$ cat config.mk
export PLATFORM = sky130hd
export DESIGN_NAME = instr_encoder
export DESIGN_NICKNAME = d
export VERILOG_FILES = /design/src/rtl/instr_encoder.sv
export SDC_FILE = /design/constraint.sdc
export NUM_CORES = 1
export LEC_CHECK = 0
export BUFFER_PORTS_ARGS = -buffer_cell sky130_fd_sc_hd__buf_2
export CORE_UTILIZATION = 50
export DETAILED_ROUTE_END_ITERATION = 16
export PLACE_DENSITY = 0.86
export SLEW_MARGIN = 20
export SYNTH_ARGS = -nofsm -noshare
export SYNTH_HDL_FRONTEND = slang
export SYNTH_SLANG_ARGS = --single-unit
export TNS_END_PERCENT = 20
$ cat constraint.sdc
create_clock -name clk -period 7 [get_ports clk]
set_input_delay 0.7 -clock clk [delete_from_list [all_inputs] [get_ports clk]]
set_output_delay 0.7 -clock clk [all_outputs]
set_load 0.01 [all_outputs]
$ cat src/rtl/instr_encoder.sv
// Streaming RV64 LD/BEQ assembler with address tagging and a 2-entry output buffer.
// Define INSTR_ENCODER_ROUNDTRIP_CHECK_EN to add the internal re-decode checker behind chk_fail.
`ifndef OP_B_TYPE
`define OP_B_TYPE 7'b1100011
`endif

module instr_encoder #(
    parameter int ADDR_W    = 8,
    parameter int BASE_ADDR = 0
) (
    input  logic              clk,
    input  logic              rst_n,
    input  logic              clr,
    input  logic              in_valid,
    output logic              in_ready,
    input  logic              in_is_branch,
    input  logic [4:0]        in_rd,
    input  logic [4:0]        in_rs1,
    input  logic [4:0]        in_rs2,
    input  logic [2:0]        in_funct3,
    input  logic [63:0]       in_imm,
    output logic              out_valid,
    input  logic              out_ready,
    output logic [31:0]       out_instr,
    output logic [ADDR_W-1:0] out_addr,
    output logic              err,
    output logic              addr_wrap,
    output logic              chk_fail
);

    localparam logic [6:0]        OP_I_TYPE = 7'b0000011;
    localparam logic [ADDR_W-1:0] BASE      = ADDR_W'(BASE_ADDR);
    localparam logic [ADDR_W-1:0] ADDR_MAX  = '1;

    // Legal only if the decoder's sign extension reproduces the full 64-bit value.
    function automatic logic fits_i(input logic signed [52:0] hi);
        return (&hi) || !(|hi);
    endfunction

    function automatic logic fits_b(input logic signed [51:0] hi, input logic lsb);
        return ((&hi) || !(|hi)) && !lsb;
    endfunction

    function automatic logic [31:0] enc_i(input logic [11:0] imm, input logic [4:0] rs1,
                                          input logic [2:0] f3, input logic [4:0] rd);
        return {imm, rs1, f3, rd, OP_I_TYPE};
    endfunction

    // imm holds byte-offset bits [12:1]; bit 0 is always zero for a legal branch.
    function automatic logic [31:0] enc_b(input logic [12:1] imm, input logic [4:0] rs2,
                                          input logic [4:0] rs1, input logic [2:0] f3);
        return {imm[12], imm[10:5], rs2, rs1, f3, imm[4:1], imm[11], `OP_B_TYPE};
    endfunction

    logic [1:0]        count;
    logic [31:0]       head_instr, tail_instr;
    logic [ADDR_W-1:0] head_addr, tail_addr;
    logic [ADDR_W-1:0] addr_cnt;
    logic [31:0]       word;
    logic              legal, accept, push, pop;

    always_comb begin
        word  = in_is_branch ? enc_b(in_imm[12:1], in_rs2, in_rs1, in_funct3)
                             : enc_i(in_imm[11:0], in_rs1, in_funct3, in_rd);
        legal = in_is_branch ? fits_b(in_imm[63:12], in_imm[0]) : fits_i(in_imm[63:11]);
    end

    // in_ready depends on the registered occupancy only, never on out_ready.
    assign in_ready  = (count != 2'd2);
    assign out_valid = (count != 2'd0);
    assign accept    = in_valid && in_ready;
    assign push      = accept && legal;
    assign pop       = out_valid && out_ready;
    assign out_instr = head_instr;
    assign out_addr  = head_addr;

    always_ff @(posedge clk or negedge rst_n) begin
        if (!rst_n) begin
            count      <= 2'd0;
            head_instr <= '0;
            tail_instr <= '0;
            head_addr  <= '0;
            tail_addr  <= '0;
            addr_cnt   <= BASE;
            err        <= 1'b0;
            addr_wrap  <= 1'b0;
        end else if (clr) begin
            count      <= 2'd0;
            head_instr <= '0;
            tail_instr <= '0;
            head_addr  <= '0;
            tail_addr  <= '0;
            addr_cnt   <= BASE;
            err        <= 1'b0;
            addr_wrap  <= 1'b0;
        end else begin
            if (push) begin
                addr_cnt <= addr_cnt + ADDR_W'(1);
                if (addr_cnt == ADDR_MAX)
                    addr_wrap <= 1'b1;
            end
            if (accept && !legal)
                err <= 1'b1;
            case ({push, pop})
                2'b10: begin
                    if (count == 2'd0) begin
                        head_instr <= word;
                        head_addr  <= addr_cnt;
                    end else begin
                        tail_instr <= word;
                        tail_addr  <= addr_cnt;
                    end
                    count <= count + 2'd1;
                end
                2'b01: begin
                    head_instr <= tail_instr;
                    head_addr  <= tail_addr;
                    count      <= count - 2'd1;
                end
                // Push implies occupancy below 2, so with a pop the new word becomes the head.
                2'b11: begin
                    head_instr <= word;
                    head_addr  <= addr_cnt;
                end
                default: ;
            endcase
        end
    end

`ifdef INSTR_ENCODER_ROUNDTRIP_CHECK_EN
    function automatic logic [63:0] dec_imm(input logic [31:0] w);
        if (w[6:0] == `OP_B_TYPE)
            return {{52{w[31]}}, w[7], w[30:25], w[11:8], 1'b0};
        return {{52{w[31]}}, w[31:20]};
    endfunction

    logic chk_fail_q;

    always_ff @(posedge clk or negedge rst_n) begin
        if (!rst_n)
            chk_fail_q <= 1'b0;
        else if (clr)
            chk_fail_q <= 1'b0;
        else if (push && (dec_imm(word) != in_imm))
            chk_fail_q <= 1'b1;
    end

    assign chk_fail = chk_fail_q;
`else
    assign chk_fail = 1'b0;
`endif

endmodule
# Yosys cells after proc, flatten, opt, wreduce, memory -nomap -nowiden

Index checks and enable logic that the tools add are counted.

Output and inout bits: 45
Register bits: 92
Word-level logic and storage cells: 67

Equal/unequal tests: 7
Add/subtract/negate cells: 3
Reduce and logical (&&, ||, !) cells: 26
Mux-type cells: 23

Operator list:

| cell                                                | number |
|---|---|
| 2-to-1 mux 32 bit                                   | 6 |
| one-hot mux 32 bit (3 select lines)                 | 1 |
| 2-to-1 mux 8 bit                                    | 7 |
| AND reduction 53 bit                                | 1 |
| OR reduction 53 bit                                 | 1 |
| AND reduction 52 bit                                | 1 |
| OR reduction 52 bit                                 | 1 |
| one-hot mux 8 bit (3 select lines)                  | 1 |
| nonzero test 2 bit                                  | 5 |
| adder 8 x 1 -> 8 bit, second input constant         | 1 |
| equality test 8 bit, second input constant          | 1 |
| 2-to-1 mux 1 bit                                    | 6 |
| AND reduction 2 bit                                 | 3 |
| logical AND 1 bit                                   | 5 |
| equality test 2 bit, second input constant          | 2 |
| logical NOT 1 bit                                   | 4 |
| inequality test 2 bit, second input constant        | 2 |
| one-hot mux 2 bit (2 select lines)                  | 1 |
| nonzero test 4 bit                                  | 1 |
| inequality test 3 bit, second input constant        | 1 |
| nonzero test 3 bit                                  | 1 |
| adder 2 x 1 -> 2 bit, second input constant         | 1 |
| equality test 2 x 1 -> 1 bit, second input constant | 1 |
| logical NOT 2 bit                                   | 1 |
| 3 further kinds                                     | 4 |

# Logic depth before layout (Yosys ltp)

Gate-level depths: netlist (run 1).

Depth after elaboration: 9
Depth in mapped cells: 13

# Worst setup path before layout (run 1)

No wires, ideal clock.

Path type: input-to-reg
Start: input in_imm[51]
End: register head_addr[0] (netlist: out_addr[0])
Stages on the path: 12
Setup slack: 3.669 ns
Data arrival time: 3.189 ns
Path buffers: 3
Cell sequence: nor4_2 -> nand4_1 -> nor4_4 -> o211ai_2 -> buf_6 -> or2_2 -> ha_1 -> inv_1 -> o21a_1 -> clkbuf_1 -> buf_1 -> a211oi_1

Longest elaborated chain between the ends: 9

RTL lines:

| element                                                             | line | source |
|---|---|---|
| start: declaration                                                  | 21   | `input logic [63:0] in_imm,` |
| OR reduction 52 bit                                                 | 41   | `return ((&hi) \|\| !(\|hi)) && !lsb;` |
| logical NOT 1 bit                                                   | 41   |  |
| logical OR 1 bit                                                    | 41   |  |
| logical AND 1 bit                                                   | 41   |  |
| 2-to-1 mux 1 bit *                                                  | 65   | `legal = in_is_branch ? fits_b(in_imm[63:12], in_imm[0]) : fits_i(in_imm[63:11]);` |
| logical AND 1 bit *                                                 | 72   | `assign push = accept && legal;` |
| equality test 2 bit or equality test 2 x 1 -> 1 bit (tied branches) | 104  | `case ({push, pop})` |
| one-hot mux 8 bit (3 select lines) (tied with other cells)          | 104  |  |
| 2-to-1 mux 8 bit or AND reduction 2 bit (tied branches)             | --   |  |
| end signal: assignment                                              | 108  | `head_addr <= addr_cnt;` |
| end signal: assignment                                              | 117  | `head_addr <= tail_addr;` |
| end signal: assignment                                              | 123  | `head_addr <= addr_cnt;` |
| end: declaration                                                    | 57   | `logic [ADDR_W-1:0] head_addr, tail_addr;` |

Every way passes the cells marked *; elsewhere a longest branch is shown, timed or not.
A chain may end at the register's enable or synchronous reset.

# Worst setup path after layout (run 1)

Start: input in_imm[12]
End: register head_instr[6] (netlist: out_instr[6])

Longest elaborated chain between the ends: 9

RTL lines:

| element                                                             | line | source |
|---|---|---|
| OR reduction 52 bit                                                 | 41   |  |
| logical NOT 1 bit                                                   | 41   |  |
| logical OR 1 bit                                                    | 41   |  |
| logical AND 1 bit                                                   | 41   |  |
| 2-to-1 mux 1 bit *                                                  | 65   |  |
| logical AND 1 bit *                                                 | 72   |  |
| equality test 2 bit or equality test 2 x 1 -> 1 bit (tied branches) | 104  |  |
| one-hot mux 32 bit (3 select lines) (tied with other cells)         | 104  |  |
| 2-to-1 mux 32 bit or AND reduction 2 bit (tied branches)            | --   |  |
| end signal: assignment                                              | 107  | `head_instr <= word;` |
| end signal: assignment                                              | 116  | `head_instr <= tail_instr;` |
| end signal: assignment                                              | 122  | `head_instr <= word;` |
| end: declaration                                                    | 56   | `logic [31:0] head_instr, tail_instr;` |

Marked as above.

==> results of run 1 <==
==> synthesized netlist by cell type (4+ instances only) <==
library cell and number:
nor2_1 45, nand4_1 15, nand2_1 85, or4_1 4, o21ai_0 16, mux2i_1 33, nor4_1 9, inv_1 7
clkbuf_1 25, nand3_1 4, ha_1 5, buf_4 6, dfrtp_1 82, nor4_2 6, nor2b_1 4, o31ai_1 4
a21oi_1 42, a211oi_1 35
==> kinds of logic (layout without fill, tap and decap cells) <==
kind of cell	count (synthesis)	count (layout)	synth area share
AOI/OAI and AO/OA	104	104	0.150
xor gates and xnor gates	2	2	0.00409
adders and majority gates	5	5	0.0146
buffers and inverters	45	157	0.0532
DFF	82	82	0.479
muxes	35	35	0.0824
other	1	4	0.000875
and+or+nand+nor	190	190	0.216
==> power groups by stage <==
stage          registers [mW]  clock network, mW  logic, mW
2_1_floorplan           0.484                  0     0.0274
3_3_place_gp            0.483                  0     0.0675
3_5_place_dp            0.483                  0     0.0697
4_1_cts                 0.474              0.418     0.0700
5_1_grt                 0.474              0.436     0.0792
6_report                0.474              0.416     0.0716
==> per-stage QoR <==
step | utilization | total power [mW]
global route | 0.626 | 0.989
floorplan | - | 0.511
CTS | 0.623 | 0.962
detailed placement | 0.594 | 0.553
global placement | 0.594 | 0.551
finish | 0.626 | 0.961
==> cell type report <==
cell class / instances / share of cell area
Inverter: 7 / 0.00508
Tap cell: 105 / 0.0254
Clock inverter: 6 / 0.0220
Timing Repair Buffer: 134 / 0.136
Multi-Input combinational cell: 340 / 0.390
Sequential cell: 82 / 0.397
Clock buffer: 10 / 0.0247
==> critical path, stage by stage <==
cell and delay, ns:
buf_2 0.12, nor4_1 0.28, nand4_1 0.24, nor4_4 0.33, o211ai_2 0.24, or2_2 0.38
inv_1 0.09, ha_1 0.22, nand2_1 0.51, o21a_2 0.67, nor2_1 0.27, a211oi_1 0.08
==> how the worst max path moves through the flow <==
stage                                          end  cells after the start  slack (ns)
after floorplan            out_addr[0]$_DFFE_PN0P_                     12        3.67
after global placement    out_instr[6]$_DFFE_PN0P_                     12        2.96
after detailed placement  out_instr[6]$_DFFE_PN0P_                     12        2.69
after CTS                 out_instr[6]$_DFFE_PN0P_                     12        3.05
after global routing      out_instr[6]$_DFFE_PN0P_                     12        2.74
final                     out_instr[6]$_DFFE_PN0P_                     12        3.05
==> sequential cells by signal, indices dropped and copies added, names as in the netlist <==
register / cells
out_instr: 27
tail_instr: 27
addr_cnt: 8
out_addr: 8
tail_addr: 8
count: 2
addr_wrap: 1
err: 1
==> cell usage in the layout, fill, tap and decap left out, types with 5 or more instances in the layout <==
cell type,n
buf_2,127
nand2_1,85
dfrtp_1,82
nor2_1,45
a21oi_1,42
a211oi_1,35
mux2i_1,33
o21ai_0,16
nand4_1,15
nor4_1,9
clkbuf_8,9
inv_1,7
nor4_2,6
buf_4,6
ha_1,5
==> layer usage <==
layer | GRT usage | part of all wire | vias to the layer above
met5 | 0 | 0 | -
met4 | 0.0884 | 0.016 | 0
met3 | 0.0451 | 0.042 | 15
met2 | 0.420 | 0.53 | 112
met1 | 0.296 | 0.41 | 1832
li1 | - | - | 1859
==> run_results.csv, run 1 <==
group,metric,value,unit
outcome,run_status,"completed",
detailed_routing,antenna_left,0,
timing,slew_headroom,0.312,
cts,clockBufferDepth,2,
timing,fin_crit_sh,0.565,
synth,synth-edff-count,0,
floorplanning,die_y,94.6,microns
floorplanning,coreArea,8260,sq um
cts,cts_tree,"built",
power_and_ir_drop,swShare,0.230,
finish,fin_nets,667,
detailed_routing,detail_route.first_pass.iterations,4,
cts,post_cts_resized,0,
timing,drv_slew,0,
synth,synth_top_cell_area_share,0.479,
cts,cts_setup_buffers,0,
power_and_ir_drop,p_seq_frac,0.493,
detailed_routing,viasPerCell,5.58,
power_and_ir_drop,combPwrFrac,0.074,
finish,register_area,2050,sq um
timing,hold_slack,0.288,ns
timing,fmax,0.253,GHz
detailed_routing,wire_per_inst,15.2,microns
global_routing,antenna_found_initial,0,
critical_path,startpoint_type,"input pin",
critical_path,cp-startpoint,"in_imm[12]",
global_routing,grt_max_degree,84,
placement,pre_cts_slack,2.69,ns
critical_path,rr_startpoint,"count[0]$_DFFE_PN0P_",
placement,dp.cells,667,
critical_path,rr_endpoint,"out_instr[6]$_DFFE_PN0P_",
power_and_ir_drop,p_per_area,186,nW/um^2
worst_hold_path,hp-class,"input pin to asynchronous set/reset pin",
synth,yosys_most_used_dff,"dfrtp_1",
timing,worst_slack,3.05,ns
floorplanning,initial_utilization,0.519,
floorplanning,num_io_pins,133,
placement,gp_congestion,0.817,
synth,ys_warn_count,0,
floorplanning,rows,33,
detailed_routing,routed-via-count,3818,
timing,skew,0.0120,ns
finish,fill_cells,685,
timing,rsz0062_at_grt,"no",
synth,async_flop_share,1.00,
finish,fin_cells,684,
global_routing,grt_pass1_wl,16700,microns
cts,holdBufCountCts,0,
placement,portBuffers,128,
critical_path,cp-end-kind,"register",
cts,cts_max_level,3,
placement,dp_hpwl,7110,microns
synth,netlist_instances,464,
synth,seq_area_frac_synth,0.479,
critical_path,crit_type,"input pin to register",
critical_path,worstPathMaxFanout,58,
synth,syn_area,4280,sq um
timing,worst_pin_slew,1.03,ns
critical_path,r2r_slack,3.27,ns
synth,synth.area.top_cells,"dfrtp_1 (48%), mux2i_1 (7.7%), nand2_1 (7.4%)",
synth,avgSynthCellArea,9.23,sq um
detailed_routing,drc,0,
cts,cts_sinks,82,
synth,yosys.area.top_type,"dfrtp_1",
placement,place_area,4910,sq um
finish,syn_to_final_growth,20.6,%
run,drv_cap,0,
cts,clk_pin_slew,0.09,ns
global_routing,grt_overflow,0,
timing,fin_tns_setup,0,ns
power_and_ir_drop,pwr-share-clk,0.433,
synth,ys_ff_latch,82,
finish,insertedDiodeCount,0,
power_and_ir_drop,switching_power,221,uW
finish,fin_area,5170,sq um
global_routing,grt_pass1_vias,3658,
power_and_ir_drop,p_leak,2.30,nW
floorplanning,die_x,94.6,microns
timing,finalSetupViolCount,0,
cts,root_buffer,"clkbuf_8",
critical_path,arrival,4.15,ns
synth,ys_types,42,
cts,clkLatencyLatePin,0.37,ns
floorplanning,die_area,8940,sq um
finish,drive_gt1_frac,0.287,
detailed_routing,finalWirelength,10400,microns
critical_path,worstPathRequired,7.20,ns
cts,cts_inserted_buffers,9,
timing,min_period,3.95,ns
finish,multi_input_area,2020,sq um
detailed_routing,drt_iter0_markers,198,
global_routing,grt_usage,0.241,
power_and_ir_drop,power.internal,740,uW
power_and_ir_drop,ir_drop,0.0972,mV
critical_path,worstRegToRegCells,10,
timing,hold_viol,0,
No activity file was read; power rests on OpenSTA's default activity.
==> run 2: changes to the inputs <==
==> constraint.sdc (replaced) <==
create_clock -name clk -period 4 [get_ports clk]
set_input_delay 0.4 -clock clk [delete_from_list [all_inputs] [get_ports clk]]
set_output_delay 0.4 -clock clk [all_outputs]
set_load 0.01 [all_outputs]
==> run 2 against run 1 <==
Net effect: critical path depth decreased by 1; largest power group unchanged; sequential share of layout area is 0.32 points higher; die area unchanged; clock skew about the same; the run now ends with hold timing left; sequential cell count stayed put; non-clock buffer count grew 3; final cell count grew 0.44%; via count increased by 0.65%; power rose by 56%.
==> run_results.csv, run 2 (synthesis gave the netlist of run 1 again) <==
group,metric,value,unit
power_and_ir_drop,pwr-share-clk,0.362,
power_and_ir_drop,ir_drop,0.114,mV
detailed_routing,wire_per_inst,14.5,microns
outcome,violations,"hold timing",
cts,cts_tree,"built",
finish,fin_nets,670,
worst_hold_path,hp-class,"input pin to asynchronous set/reset pin",
timing,drv_slew,0,
timing,fmax,0.309,GHz
timing,slew_headroom,0.308,
global_routing,use_met3,0.0427,
cts,post_cts_resized,0,
cts,cts_setup_buffers,0,
power_and_ir_drop,p_total,1.50,mW
cts,clockBufferDepth,2,
timing,finalSetupViolCount,0,
timing,hold_slack,-0.0180,ns
detailed_routing,viasPerCell,5.59,
run,drv_cap,0,
cts,clk_pin_slew,0.09,ns
floorplanning,die_x,94.6,microns
timing,fin_crit_sh,0.809,
finish,fin_area,5130,sq um
global_routing,grt_overflow,0,
timing,rsz0062_at_grt,"no",
cts,clkLatencyLatePin,0.36,ns
floorplanning,rows,33,
placement,portBuffers,128,
critical_path,arrival,3.50,ns
finish,fill_cells,707,
power_and_ir_drop,power.internal,1.11,mW
detailed_routing,drt_iter0_markers,178,
placement,dp.cells,670,
power_and_ir_drop,p_per_area,292,nW/um^2
timing,min_period,3.24,ns
timing,hold_viol,9,
floorplanning,coreArea,8260,sq um
critical_path,worstPathMaxFanout,58,
cts,cts_inserted_buffers,9,
timing,skew,0.0124,ns
detailed_routing,routed-via-count,3843,
critical_path,critPathSlowestCell,"o21a_2",
power_and_ir_drop,switching_power,389,uW
floorplanning,initial_utilization,0.519,
global_routing,grt_use_met1,0.287,
finish,drive_gt1_frac,0.292,
timing,worst_pin_slew,1.04,ns
finish,register_area,2050,sq um
power_and_ir_drop,p_leak,2.28,nW
placement,place_area,4930,sq um
finish,syn_to_final_growth,19.7,%
finish,layout_commonest_cell,"buf_2",
global_routing,grt_pass1_vias,3681,
global_routing,grt_max_degree,83,
detailed_routing,detail_route.first_pass.iterations,4,
critical_path,crit_type,"input pin to register",
floorplanning,die_y,94.6,microns
critical_path,cp-end-kind,"register",
placement,dp_hpwl,7230,microns
critical_path,cpPeakStageDelay,0.81,ns
critical_path,startpoint_type,"input pin",
power_and_ir_drop,swShare,0.260,
cts,holdBufCountCts,0,
finish,final_cell_mix,"buf_2 (127), nand2_1 (85), dfrtp_1 (82), nor2_1 (45), a21oi_1 (42)",
power_and_ir_drop,combPwrFrac,0.084,
global_routing,use_met2,0.416,
global_routing,antenna_found_initial,0,
finish,insertedDiodeCount,0,
placement,gp_congestion,0.811,
finish,multi_input_area,2020,sq um
critical_path,cpLargestDelayFamily,"simple AND/OR/NAND/NOR gates",
global_routing,grt_usage,0.237,
outcome,run_status,"finished with violations",
finish,fin_cells,687,
timing,fin_tns_setup,0,ns
critical_path,path_cells,"buf_2 -> nor4_1 -> nand3_2 -> nor4_4 -> o211ai_2 -> or2_2 -> ha_1 -> inv_1 -> o21a_2 -> nand2_1 -> a21oi_1",
detailed_routing,drc,0,
global_routing,grt_pass1_wl,16600,microns
cts,cts_max_level,3,
detailed_routing,finalWirelength,10000,microns
critical_path,worstPathRequired,4.26,ns
floorplanning,num_io_pins,133,
critical_path,critPathBufInv,2,
floorplanning,die_area,8940,sq um
cts,cts_sinks,82,
cts,root_buffer,"clkbuf_8",
detailed_routing,antenna_left,0,
power_and_ir_drop,p_seq_frac,0.554,
global_routing,busiest_layer,"met2",
==> run 2: cell types whose count changed in the layout (fill, tap and decap cells not counted) <==
cell and change:
clkinv_4 +1, bufinv_16 -3, clkinv_2 +1, clkbuf_1 -1
inv_6 +1, clkinvlp_4 +1, buf_4 +3
==> run 2: metrics by stage <==
step                      hold WS, ns  utilization  setup slack, ns
after global routing          0.00224        0.621            0.438
after CTS                       0.232        0.618            0.760
after floorplan                 0.104            -            0.969
final                         -0.0180        0.621            0.763
after detailed placement        0.496        0.597            0.371
after global placement          0.484        0.597            0.538
==> run 2: area by class of cell <==
class | instances | share of cell area
Clock buffer | 9 | 0.0242
Clock inverter | 7 | 0.0105
Inverter | 7 | 0.00512
Multi-Input combinational cell | 340 | 0.393
Sequential cell | 82 | 0.400
Tap cell | 105 | 0.0256
Timing Repair Buffer | 137 | 0.141
==> run 2: metal layers <==
metal,up-vias,wire (microns)
met1,1827,4150
met2,129,5130
met3,21,510
met4,0,209
met5,-,0
li1,1866,-
==> run 2: worst paths after layout <==
path / from / end / slack, ns / cells past startpoint
setup reg to reg: count[0]$_DFFE_PN0P_ / out_instr[7]$_DFFE_PN0P_ / 0.96 / 9
setup / recovery: in_imm[41] / out_instr[7]$_DFFE_PN0P_ / 0.76 / 11
hold reg to reg: tail_instr[1]$_DFFE_PN0P_ / tail_instr[1]$_DFFE_PN0P_ / 0.51 / 2
hold / removal: rst_n / out_instr[17]$_DFFE_PN0P_ / -0.02 / 1
max in group asynchronous: rst_n / addr_cnt[5]$_DFFE_PN0P_ / 3.40 / 2
min in group clk: in_rs1[3] / tail_instr[18]$_DFFE_PN0P_ / 0.28 / 3
==> run 2: power groups by stage <==
stage	Combinational, mW	Sequential [mW]	Clock [mW]
finish	0.126	0.829	0.542
CTS	0.123	0.829	0.550
detailed placement	0.123	0.846	0
global route	0.140	0.829	0.586
global placement	0.117	0.846	0
floorplan	0.0480	0.846	0
